===== config.mk =====
export PLATFORM = sky130hd
export DESIGN_NAME = d_branch_unit_flat
export DESIGN_NICKNAME = d
export VERILOG_FILES = /design/src/rtl/d_branch_unit_if.sv /design/src/rtl/d_branch_unit.sv /design/src/flat_wrapper.sv
export SDC_FILE = /design/constraint.sdc
export NUM_CORES = 1
export LEC_CHECK = 0
export ABC_AREA = 1
export CAP_MARGIN = 25
export CELL_PAD_IN_SITES_DETAIL_PLACEMENT = 0
export CELL_PAD_IN_SITES_GLOBAL_PLACEMENT = 1
export CORE_UTILIZATION = 39
export CTS_BUF_LIST = sky130_fd_sc_hd__clkbuf_16
export CTS_CLUSTER_DIAMETER = 150
export CTS_CLUSTER_SIZE = 20
export DETAILED_ROUTE_END_ITERATION = 12
export GPL_ROUTABILITY_DRIVEN = 0
export GPL_TIMING_DRIVEN = 0
export PLACE_DENSITY_LB_ADDON = 0.1
export SLEW_MARGIN = 5
export SYNTH_ARGS = -nofsm -noshare
export SYNTH_HDL_FRONTEND = slang
export SYNTH_SLANG_ARGS = --single-unit

===== constraint.sdc =====
create_clock -name clk -period 6.55 [get_ports clk]
set_clock_uncertainty 0.1 [all_clocks]
set_input_delay 1.31 -clock clk [delete_from_list [all_inputs] [get_ports clk]]
set_output_delay 1.31 -clock clk [all_outputs]
set_load 0.1 [all_outputs]

===== src/rtl/d_branch_unit_if.sv =====
// Bundles the D-stage branch operands, BHT indices and the resolve/prediction results.
// The master drives the operands; the slave (the branch unit) drives the results.
interface d_branch_unit_if #(
   parameter int unsigned WIDTH     = 32,
   parameter int unsigned BHT_DEPTH = 16
);
   localparam int unsigned IDX_W = (BHT_DEPTH > 1) ? $clog2(BHT_DEPTH) : 1;

   logic [WIDTH-1:0] rsData;
   logic [WIDTH-1:0] rtData;
   logic [2:0]       br_op;
   logic             d_valid;
   logic             stall;
   logic [IDX_W-1:0] d_idx;
   logic             d_pred;
   logic [IDX_W-1:0] f_idx;
   logic             judge;
   logic             f_pred;
   logic             mispredict;
   logic [31:0]      br_cnt;
   logic [31:0]      miss_cnt;

   modport master (
      output rsData, rtData, br_op, d_valid, stall, d_idx, d_pred, f_idx,
      input  judge, f_pred, mispredict, br_cnt, miss_cnt
   );

   modport slave (
      input  rsData, rtData, br_op, d_valid, stall, d_idx, d_pred, f_idx,
      output judge, f_pred, mispredict, br_cnt, miss_cnt
   );
endinterface


===== src/rtl/d_branch_unit.sv =====
// D-stage branch resolution: combinational taken decision, 2-bit saturating BHT,
// one-cycle mispredict flush request and saturating resolve/miss counters.
module d_branch_unit #(
   parameter int unsigned WIDTH     = 32,
   parameter int unsigned BHT_DEPTH = 16
) (
   input logic            clk,
   input logic            reset,
   d_branch_unit_if.slave bus
);
   typedef enum logic [2:0] {
      OpNone = 3'b000,
      OpBeq  = 3'b001,
      OpBne  = 3'b010,
      OpBlez = 3'b011,
      OpBgtz = 3'b100,
      OpBltz = 3'b101,
      OpBgez = 3'b110,
      OpRsvd = 3'b111
   } br_op_e;

   logic        rs_neg;
   logic        rs_zero;
   logic        judge;
   logic        resolve;
   logic [1:0]  ctr_cur;
   logic [1:0]  ctr_nxt;
   logic        mispredict_q;
   logic [31:0] br_cnt_q;
   logic [31:0] miss_cnt_q;
   logic [1:0]  bht_q [BHT_DEPTH];

   always_comb begin
      rs_neg  = bus.rsData[WIDTH-1];
      rs_zero = (bus.rsData == '0);
      judge   = 1'b0;
      case (br_op_e'(bus.br_op))
         OpBeq:   judge = (bus.rsData == bus.rtData);
         OpBne:   judge = (bus.rsData != bus.rtData);
         OpBlez:  judge = rs_neg | rs_zero;
         OpBgtz:  judge = ~rs_neg & ~rs_zero;
         OpBltz:  judge = rs_neg;
         OpBgez:  judge = ~rs_neg;
         default: judge = 1'b0;
      endcase
   end

   always_comb begin
      resolve = bus.d_valid && !bus.stall &&
                (bus.br_op != OpNone) && (bus.br_op != OpRsvd);
      ctr_cur = bht_q[bus.d_idx];
      ctr_nxt = ctr_cur;
      if (judge && ctr_cur != 2'b11) begin
         ctr_nxt = ctr_cur + 2'd1;
      end else if (!judge && ctr_cur != 2'b00) begin
         ctr_nxt = ctr_cur - 2'd1;
      end
   end

   // Entries reset to weakly not-taken; the write lands at the edge, so a same-cycle
   // F-stage read of the same index still sees the old counter.
   always_ff @(posedge clk or posedge reset) begin
      if (reset) begin
         for (int i = 0; i < int'(BHT_DEPTH); i++) begin
            bht_q[i] <= 2'b01;
         end
      end else if (resolve) begin
         bht_q[bus.d_idx] <= ctr_nxt;
      end
   end

   always_ff @(posedge clk or posedge reset) begin
      if (reset) begin
         mispredict_q <= 1'b0;
         br_cnt_q     <= '0;
         miss_cnt_q   <= '0;
      end else begin
         mispredict_q <= resolve && (judge != bus.d_pred);
         if (resolve && br_cnt_q != 32'hFFFF_FFFF) begin
            br_cnt_q <= br_cnt_q + 32'd1;
         end
         if (resolve && (judge != bus.d_pred) && miss_cnt_q != 32'hFFFF_FFFF) begin
            miss_cnt_q <= miss_cnt_q + 32'd1;
         end
      end
   end

   assign bus.judge      = judge;
   assign bus.f_pred     = reset ? 1'b0 : bht_q[bus.f_idx][1];
   assign bus.mispredict = mispredict_q;
   assign bus.br_cnt     = br_cnt_q;
   assign bus.miss_cnt   = miss_cnt_q;
endmodule


===== src/flat_wrapper.sv =====
// flat-port wrapper written by rule: the top's interface ports become plain ports
module d_branch_unit_flat 
#(
   parameter int unsigned WIDTH     = 32,
   parameter int unsigned BHT_DEPTH = 16
)
  (clk, reset, bus_rsData, bus_rtData, bus_br_op, bus_d_valid, bus_stall, bus_d_idx, bus_d_pred, bus_f_idx, bus_judge, bus_f_pred, bus_mispredict, bus_br_cnt, bus_miss_cnt);
  d_branch_unit_if #(.WIDTH(WIDTH), .BHT_DEPTH(BHT_DEPTH)) bus_i ();
  input logic clk;
  input logic reset;
  input wire logic [$bits(bus_i.rsData)-1:0] bus_rsData;
  input wire logic [$bits(bus_i.rtData)-1:0] bus_rtData;
  input wire logic [$bits(bus_i.br_op)-1:0] bus_br_op;
  input wire logic [$bits(bus_i.d_valid)-1:0] bus_d_valid;
  input wire logic [$bits(bus_i.stall)-1:0] bus_stall;
  input wire logic [$bits(bus_i.d_idx)-1:0] bus_d_idx;
  input wire logic [$bits(bus_i.d_pred)-1:0] bus_d_pred;
  input wire logic [$bits(bus_i.f_idx)-1:0] bus_f_idx;
  output wire logic [$bits(bus_i.judge)-1:0] bus_judge;
  output wire logic [$bits(bus_i.f_pred)-1:0] bus_f_pred;
  output wire logic [$bits(bus_i.mispredict)-1:0] bus_mispredict;
  output wire logic [$bits(bus_i.br_cnt)-1:0] bus_br_cnt;
  output wire logic [$bits(bus_i.miss_cnt)-1:0] bus_miss_cnt;
  assign bus_i.rsData = bus_rsData;
  assign bus_i.rtData = bus_rtData;
  assign bus_i.br_op = bus_br_op;
  assign bus_i.d_valid = bus_d_valid;
  assign bus_i.stall = bus_stall;
  assign bus_i.d_idx = bus_d_idx;
  assign bus_i.d_pred = bus_d_pred;
  assign bus_i.f_idx = bus_f_idx;
  assign bus_judge = bus_i.judge;
  assign bus_f_pred = bus_i.f_pred;
  assign bus_mispredict = bus_i.mispredict;
  assign bus_br_cnt = bus_i.br_cnt;
  assign bus_miss_cnt = bus_i.miss_cnt;
  d_branch_unit #(.WIDTH(WIDTH), .BHT_DEPTH(BHT_DEPTH)) u_core (.clk(clk), .reset(reset), .bus(bus_i));
endmodule

==> flow_metrics.env <==
export IMPL_drt_iter0_drc=350
export IMPL_synth_cell_types=38
export IMPL_worstPathRequired_ns=5.14
export IMPL_synth_main_ff_cell="dfrtp_1"
export IMPL_p_clk_share_pct=30.5
export IMPL_setup_viol=0
export IMPL_die_w_um=128
export IMPL_period_minus_slack_ns=5.25
export IMPL_post_cts_buffers=0
export IMPL_vias=5829
export IMPL_cts_hold_buffers=0
export IMPL_antenna_found_initial=0
export IMPL_grt_pass1_vias=5605
export IMPL_cpPeakStageDelay_ns=1.16
export IMPL_outcome="completed"
export IMPL_pwr_share_comb_pct=31.4
export IMPL_routed_top_layer="met4"
export IMPL_arrival_ns=3.84
export IMPL_cts_root_buffer="clkbuf_16"
export IMPL_drt_pass1_iter_count=5
export IMPL_fp_row_count=45
export IMPL_die_h_um=128
export IMPL_clock_latency_ns=0.36
export IMPL_synthToLayoutAreaGrowth_pct=33.2
export IMPL_initial_core_util_pct=40.4
export IMPL_start_kind="input port"
export IMPL_floorplan_die_area_mm2=0.0165
export IMPL_avgRoutedWirePerCell_um=13.7
export IMPL_crit_type="input port to primary output"
export IMPL_power_internal_mw=1.19
export IMPL_synth_fp_nets=943
export IMPL_cap_viol_max_count=0
export IMPL_drcViolationCount=0
export IMPL_crit_path_frequent_cell="nand2_1"
export IMPL_final_util_pct=53.9
export IMPL_grt_max_degree=64
export IMPL_synth_edf_count=0
export IMPL_clk_path_buf_depth=2
export IMPL_slowest_stage="clkdlybuf4s50_1"
export IMPL_wl_met1_um=8290
export IMPL_avgSynthCellArea_um2=7.26
export IMPL_track_usage_pct=21.5
export IMPL_ys_top_cells_by_count="312 x nand2_1, 89 x nor2_1, 81 x dfrtp_1"
export IMPL_cts_made_buffers=9
export IMPL_via_per_inst=4.73
export IMPL_switching_share_pct=37.6
export IMPL_hold_violations=0
export IMPL_yosys_warnings=0
export IMPL_clkTransAtPathRegs_ns=0.08
export IMPL_antenna_left=0
export IMPL_maxSlewViolCount=0
export IMPL_drive_above_1_share_pct=7.05
export IMPL_yosysMostFrequentCell="nand2_1"
export IMPL_coreArea_mm2=0.0154
export IMPL_cts_sinks=97
export IMPL_place_hpwl_um=12800
export IMPL_async_flop_share_pct=100
export IMPL_cts_tree="done"
export IMPL_h_tree_depth=3
export IMPL_antenna_cells=0
export IMPL_synth_top_cell_by_area="dfrtp_1"
export IMPL_port_buffers=146
export IMPL_tns_ns=0
export IMPL_synth_seq_area_share_pct=39.2
export IMPL_rsz0062_at_grt="no"
export IMPL_ir_drop_mv=0.357
export IMPL_maxSlewHeadroom_pct=31.4
export IMPL_endpoint_kind="primary output"
export IMPL_fin_crit_sh_pct=80.2
export IMPL_synth_area_leaders="dfrtp_1 32%, nand2_1 19%, xnor2_1 7.0%"
export IMPL_netlist_area_mm2=0.00624
export IMPL_netlist_area_leader_share_pct=32.5
export IMPL_wl_met3_um=797
export IMPL_worstMarginPinSlew_ns=1.03
export IMPL_crit_path_max_fanout=4
export IMPL_grt_ovfl_total=0
export IMPL_wl_met2_um=7550
export IMPL_p_leak_nw=3.77
export IMPL_power_density_mw_per_mm2=229
export IMPL_power_switching_mw=0.715
export IMPL_totalWireLength_um=16800
export IMPL_p_seq_share_pct=38.0
export IMPL_ios=147
export IMPL_cp_cell_sequence="clkdlybuf4s50_1 > inv_2 > nand2_1 > nor2_1 > nand2_1 > nor2_1 > nand2_1 > a21oi_1 > nor2_4 > nand2_2 > clkdlybuf4s50_1"
export IMPL_cts_resized=0
export IMPL_grt_pass1_wl_um=27900
export IMPL_nFillCells=1550
export IMPL_ys_seq_elements=97
export IMPL_hold_path_class="flop to flop"
export IMPL_pre_cts_ws_ns=1.28
export IMPL_synth_cells=859
export IMPL_fmax_mhz=190
export IMPL_num_nets_final=1101
export IMPL_setup_ws_ns=1.30
## stage by stage
stage	instance area, um2	cells	hold WS (ns)	power [mW]
floorplan	6240	859	0.346	1.15
global placement	7960	1216	0.355	1.33
detailed placement	7990	1217	0.358	1.34
CTS	8310	1232	0.374	1.92
global route	8310	1232	0.381	1.99
finish	8310	1232	0.368	1.90
## layout by cell type, fill, tap and decap left out, drive strengths merged
cell type      count
clkdlybuf4s50    146
clkinv             3
o21ai             18
a22oi             14
nand3             54
dfrtp             81
and2               1
nand2            321
nor2              97
xor2              37
nor3              25
nor4               9
inv               89
o221ai             1
ha                 4
buf                9
clkbuf            12
xnor2             50
bufinv             2
o22ai              2
nand4             21
o211ai             3
nor3b              1
dfstp             16
a21oi              5
## power groups by stage
stage	sequential, mW	clock (mW)	combinational (mW)
5_1_grt	0.732	0.618	0.643
3_5_place_dp	0.734	0	0.602
4_1_cts	0.724	0.597	0.604
6_report	0.724	0.581	0.599
3_3_place_gp	0.736	0	0.597
2_1_floorplan	0.946	0	0.203
## worst max-delay path: cells and delay by family
family          cells  cell delay, ns
simple gates        7            0.56
compound gates      1            0.22
buf+inv             3            1.75
## sequential cells by signal, summed over array words and instances, names as in the netlist
register,cells
u_core.bht_q,32
u_core.bus.br_cnt,32
u_core.bus.mispredict,1
u_core.bus.miss_cnt,32
## cell families (layout without fill, tap and decap cells)
family,count (synthesis),after routing,synth area share [%]
compound gates,43,43,4.23
xor+xnor,87,87,12.2
fa+ha+maj,4,4,0.802
buf+inv,99,261,6.60
flops,97,97,39.2
simple gates,529,529,36.9
## final timing paths
check                                        from                     end  slack (ns)  cells after the start
hold / removal                    u_core.bht_q[6]         u_core.bht_q[6]        0.37                      2
min in group asynchronous                   reset        u_core.bht_q[27]        1.25                      2
setup / recovery                   bus_rsData[31]               bus_judge        1.30                     11
hold reg to reg                   u_core.bht_q[6]         u_core.bht_q[6]        0.37                      2
setup reg to reg           u_core.bus.miss_cnt[0]  u_core.bus.miss_cnt[7]        4.13                     12
max in group asynchronous                   reset         u_core.bht_q[4]        4.36                      3
## layout make-up
type / count / area, um2 / share of cell area (%)
Tap cell: 211 / 264 / 3.18
Multi-Input combinational cell: 663 / 3380 / 40.7
Clock inverter: 6 / 90.1 / 1.08
Sequential cell: 97 / 2450 / 29.5
Inverter: 88 / 334 / 4.02
Buffer: 11 / 80.1 / 0.964
Timing Repair Buffer: 147 / 1490 / 17.9
Clock buffer: 9 / 225 / 2.71
## per-layer routing
| metal | up-vias | track usage (%) |
|---|---|---|
| li1 | 3036 | - |
| met1 | 2644 | 30.2 |
| met2 | 134 | 34.3 |
| met3 | 15 | 3.28 |
| met4 | 0 | 6.23 |
| met5 | - | 0 |
(Power assumes the default switching activity.)
==> patch 1, RTL diff (same flow settings) <==
`BHT_DEPTH` is set to 16 in 3 places; all go to 32.
--- a/src/rtl/d_branch_unit_if.sv
+++ b/src/rtl/d_branch_unit_if.sv
@@ -2,7 +2,7 @@
 // The master drives the operands; the slave (the branch unit) drives the results.
 interface d_branch_unit_if #(
    parameter int unsigned WIDTH     = 32,
-   parameter int unsigned BHT_DEPTH = 16
+   parameter int unsigned BHT_DEPTH = 32
 );
    localparam int unsigned IDX_W = (BHT_DEPTH > 1) ? $clog2(BHT_DEPTH) : 1;
 
--- a/src/rtl/d_branch_unit.sv
+++ b/src/rtl/d_branch_unit.sv
@@ -2,7 +2,7 @@
 // one-cycle mispredict flush request and saturating resolve/miss counters.
 module d_branch_unit #(
    parameter int unsigned WIDTH     = 32,
-   parameter int unsigned BHT_DEPTH = 16
+   parameter int unsigned BHT_DEPTH = 32
 ) (
    input logic            clk,
    input logic            reset,
--- a/src/flat_wrapper.sv
+++ b/src/flat_wrapper.sv
@@ -2,7 +2,7 @@
 module d_branch_unit_flat 
 #(
    parameter int unsigned WIDTH     = 32,
-   parameter int unsigned BHT_DEPTH = 16
+   parameter int unsigned BHT_DEPTH = 32
 )
   (clk, reset, bus_rsData, bus_rtData, bus_br_op, bus_d_valid, bus_stall, bus_d_idx, bus_d_pred, bus_f_idx, bus_judge, bus_f_pred, bus_mispredict, bus_br_cnt, bus_miss_cnt);
   d_branch_unit_if #(.WIDTH(WIDTH), .BHT_DEPTH(BHT_DEPTH)) bus_i ();
Interface: changed (resized bus_d_idx and bus_f_idx); port bits go from 147 to 149. No check against the original RTL was run, so the function may have changed too.
==> patch 1 against the original RTL <==
Hold slack got worse by 0.0022 ns. First-iteration DRC count rose by 10%. Final area rose by 29%. Wire length rose by 40%. Power rose by 36%. Non-clock buffer count rose by 19. Count of clock-buffer cells in the layout rose by 8. Worst setup slack got worse by 0.31 ns. Maximum frequency fell by 5.6%. Synthesized area rose by 32%. Critical path depth fell by 2. Sequential cell count rose by 32. Largest power group is now the clock network.
==> patch 1: results <==
global_routing:
  grt_usage_pct: 22.74
  grt_pass1_vias: 7519
  grt_pass1_wl_mm: 38.88
  grt_start_max_net_pins: 36
  grt_util_met2_pct: 37.36
  grt_use_met3_pct: 4.068
  gr-usage-met1_pct: 30.92
clock_tree:
  clk_latency_ns: 0.42
  cts_made_buffers: 17
  clkTransAtPathRegs_ns: 0.06
  htree_levels: 4
worst_setup_path:
  crit_arrival_ns: 4.15
  reg2reg_depth: 10
  r2r_end: "u_core.bus.miss_cnt[24]"
  rrSetupSlack_ns: 3.94
  cp_max_fo: 9
yosys:
  ys_top_cells_by_count: "nand2_1 (384), nor2_1 (126), inv_1 (107)"
  yosysSeqAreaShare_pct: 39.71
  synth_compound_area_share_pct: 6.202
  synth_nets: 1212
  synthTopCellsByArea: "dfrtp_1 (29%), nand2_1 (18%), dfstp_2 (10%)"
  yosys.area_share.xor_xnor_pct: 9.258
routing:
  via_count: 7723
  vias_per_cell: 4.891
  wl_met1_mm: 11.22
  drtPass1Iterations: 4
  met3_length_mm: 1.000
timing:
  finalCriticalPeriod_ns: 5.562
  holdWs_ns: 0.3662
pwr:
  p_switching_w: 0.0008854
  max-vdd-ir-drop_v: 0.0003263
  clkPwrFrac_pct: 39.7
placement:
  hpwl_mm: 17.69
  dpl-instance-area_mm2: 0.01012
  port_buffers: 147
  place_ws_ns: 1.013
status:
  status: "finished, final reports clean"
hold_path:
  hp-start: "u_core.bht_q[20]"
patch 1: cell types whose count changed after synthesis, sizes merged, moves of 6 or more:
cell	change
nand2	+71
inv	+28
a22oi	+18
buf	+11
dfstp	+16
a21oi	+6
o21ai	+8
nand3	+35
nor2	+39
dfrtp	+16
patch 1: worst max path at each step:
stage	from	endpoint	slack, ns	cells after the start
final	bus_f_idx[1]	bus_f_pred	0.99	9
after global routing	bus_f_idx[1]	bus_f_pred	0.82	9
after CTS	bus_f_idx[1]	bus_f_pred	1.00	9
after detailed placement	bus_f_idx[1]	bus_f_pred	1.01	9
after global placement	reset	bus_f_pred	-0.68	5
after floorplan	reset	bus_f_pred	0.87	3
patch 1: area by class of cell:
type                    count  area [um2]
fillers                  2052        9678
multi-input cells         854        4299
flip-flops and latches    129        3268
repair buffers            151        1551
inverters                 117       445.4
clock buffers              17       425.4
well taps                 270       337.8
plain buffers              26       221.5
clock inverters            15       202.7
==> patch 2, RTL diff (same flow settings) <==
Without the edit above. Reset style: synchronous (`reset`), changed in 2 clocked blocks.
--- a/src/rtl/d_branch_unit.sv
+++ b/src/rtl/d_branch_unit.sv
@@ -59,7 +59,7 @@
 
    // Entries reset to weakly not-taken; the write lands at the edge, so a same-cycle
    // F-stage read of the same index still sees the old counter.
-   always_ff @(posedge clk or posedge reset) begin
+   always_ff @(posedge clk) begin
       if (reset) begin
          for (int i = 0; i < int'(BHT_DEPTH); i++) begin
             bht_q[i] <= 2'b01;
@@ -69,7 +69,7 @@
       end
    end
 
-   always_ff @(posedge clk or posedge reset) begin
+   always_ff @(posedge clk) begin
       if (reset) begin
          mispredict_q <= 1'b0;
          br_cnt_q     <= '0;
Behaviour: differs if reset is asserted again (counterexample within 4 cycles, from zero or initial values and one cycle with reset high); with reset held inactive, the same outputs for 4 cycles.
==> patch 2 against the original RTL <==
Critical endpoint is now bus_f_pred. Sequential cell count did not move. Final area rose by 3.8%. Worst setup slack got worse by 0.17 ns. Wire length rose by 18%. Critical path depth fell by 3. Highest routed layer unchanged. Synthesized area rose by 5.2%.
Power is not compared: it rests on default switching activity, and its combinational part moved more than twofold at a synthesized area within 25%.
==> patch 2: results <==
finish:
  final_layout_size_suffix_gt1_share_pct: 4.514
  fin_nets: 1253
yosys:
  synth_compound_area_share_pct: 6.883
  synthTopCellsByArea: "dfxtp_1 (20%), edfxtp_1 (15%), nand2_1 (14%)"
  yosys.area_share.xor_xnor_pct: 5.071
  muxShareOfSynthArea_pct: 0
  yosysSeqAreaShare_pct: 34.47
  ys_top_cells_by_count: "nand2_1 (251), nor2_1 (170), inv_1 (153)"
  yosysUniqueCellTypes: 44
  synthAdderAreaFrac_pct: 0.7626
  synth_edf_count: 32
  synthArstFlopShare_pct: 0
  yosysWarnings: 0
routing:
  met2_length_mm: 8.901
  via_count: 6916
  wl_met1_mm: 9.657
  met3_length_um: 995
  first_iter_violations: 421
  totalWireLength_mm: 19.88
timing:
  holdWs_ns: 0.4030
  worst_slew_pin_slew_ns: 1.029
worst_setup_path:
  reg2reg_from: "u_core.bht_q[8][1]"
  cp_max_fo: 10
  r2r_end: "u_core.bht_q[2][0]"
  crit_arrival_ns: 4.01
  reg2reg_depth: 11
hold_path:
  whs_path_depth: 1
  min_to: "u_core.bus.br_cnt[12]"
  hp-start: "u_core.bus.br_cnt[12]"
global_routing:
  grt_start_max_net_pins: 18
  grt_pass1_vias: 6424
  grt_usage_pct: 23.06
clock_tree:
  cts_setup_buffers: 0
status:
  status: "finished, final reports clean"
==> patch 2: cell count changes after synthesis, sizes merged, moves of 21 or more <==
cell	before	now
dfrtp	81	0
nor2	97	174
inv	87	158
dfxtp	0	65
nand2	321	259
nand4	21	57
edfxtp	0	32
xor2	37	9
a21oi	5	26
xnor2	50	29
==> patch 2: routing by layer <==
metal | vias to the layer above | GRT usage, %
li1 | 3601 | -
met4 | 0 | 7.364
met3 | 19 | 3.356
met2 | 192 | 37.27
met1 | 3104 | 31.60
met5 | - | 0
==> patch 2: power breakdown <==
part           internal, W  switching (W)
logic             0.000100       0.000157
clock network     0.000339       0.000248
registers         0.000628     0.00000603
total              0.00107       0.000411
==> patch 2: through the flow <==
stage          setup WS (ns)  cells  instance area [um2]  total power (W)  utilization, %
2_1_floorplan          1.583   1012                 6563        0.0007974               -
3_3_place_gp           1.160   1378                 8299        0.0009044           50.22
3_5_place_dp           1.151   1378                 8299        0.0009045           50.22
4_1_cts                1.140   1394                 8625         0.001491           52.19
5_1_grt               0.9907   1394                 8625         0.001538           52.19
6_report               1.127   1394                 8625         0.001479           52.19
==> patch 2: layout make-up <==
cell class,count,area [um2]
fill,1672,7900
multi-input combinational,729,3561
sequential,97,2262
timing repair buffer,146,1461
inverter,159,596.8
tap,220,275.3
clock buffer,9,225.2
buffer,27,142.6
clock inverter,7,100.1
==> patch 2: worst max path at each step <==
stage	endpoint	slack, ns	start	cells past startpoint
6_report	bus_f_pred	1.13	bus_f_idx[0]	8
5_1_grt	bus_judge	0.99	bus_rsData[31]	11
4_1_cts	bus_f_pred	1.14	bus_f_idx[0]	8
3_5_place_dp	bus_f_pred	1.15	bus_f_idx[0]	8
3_3_place_gp	bus_f_pred	1.16	bus_f_idx[0]	8
2_1_floorplan	bus_f_pred	1.58	bus_f_idx[0]	6
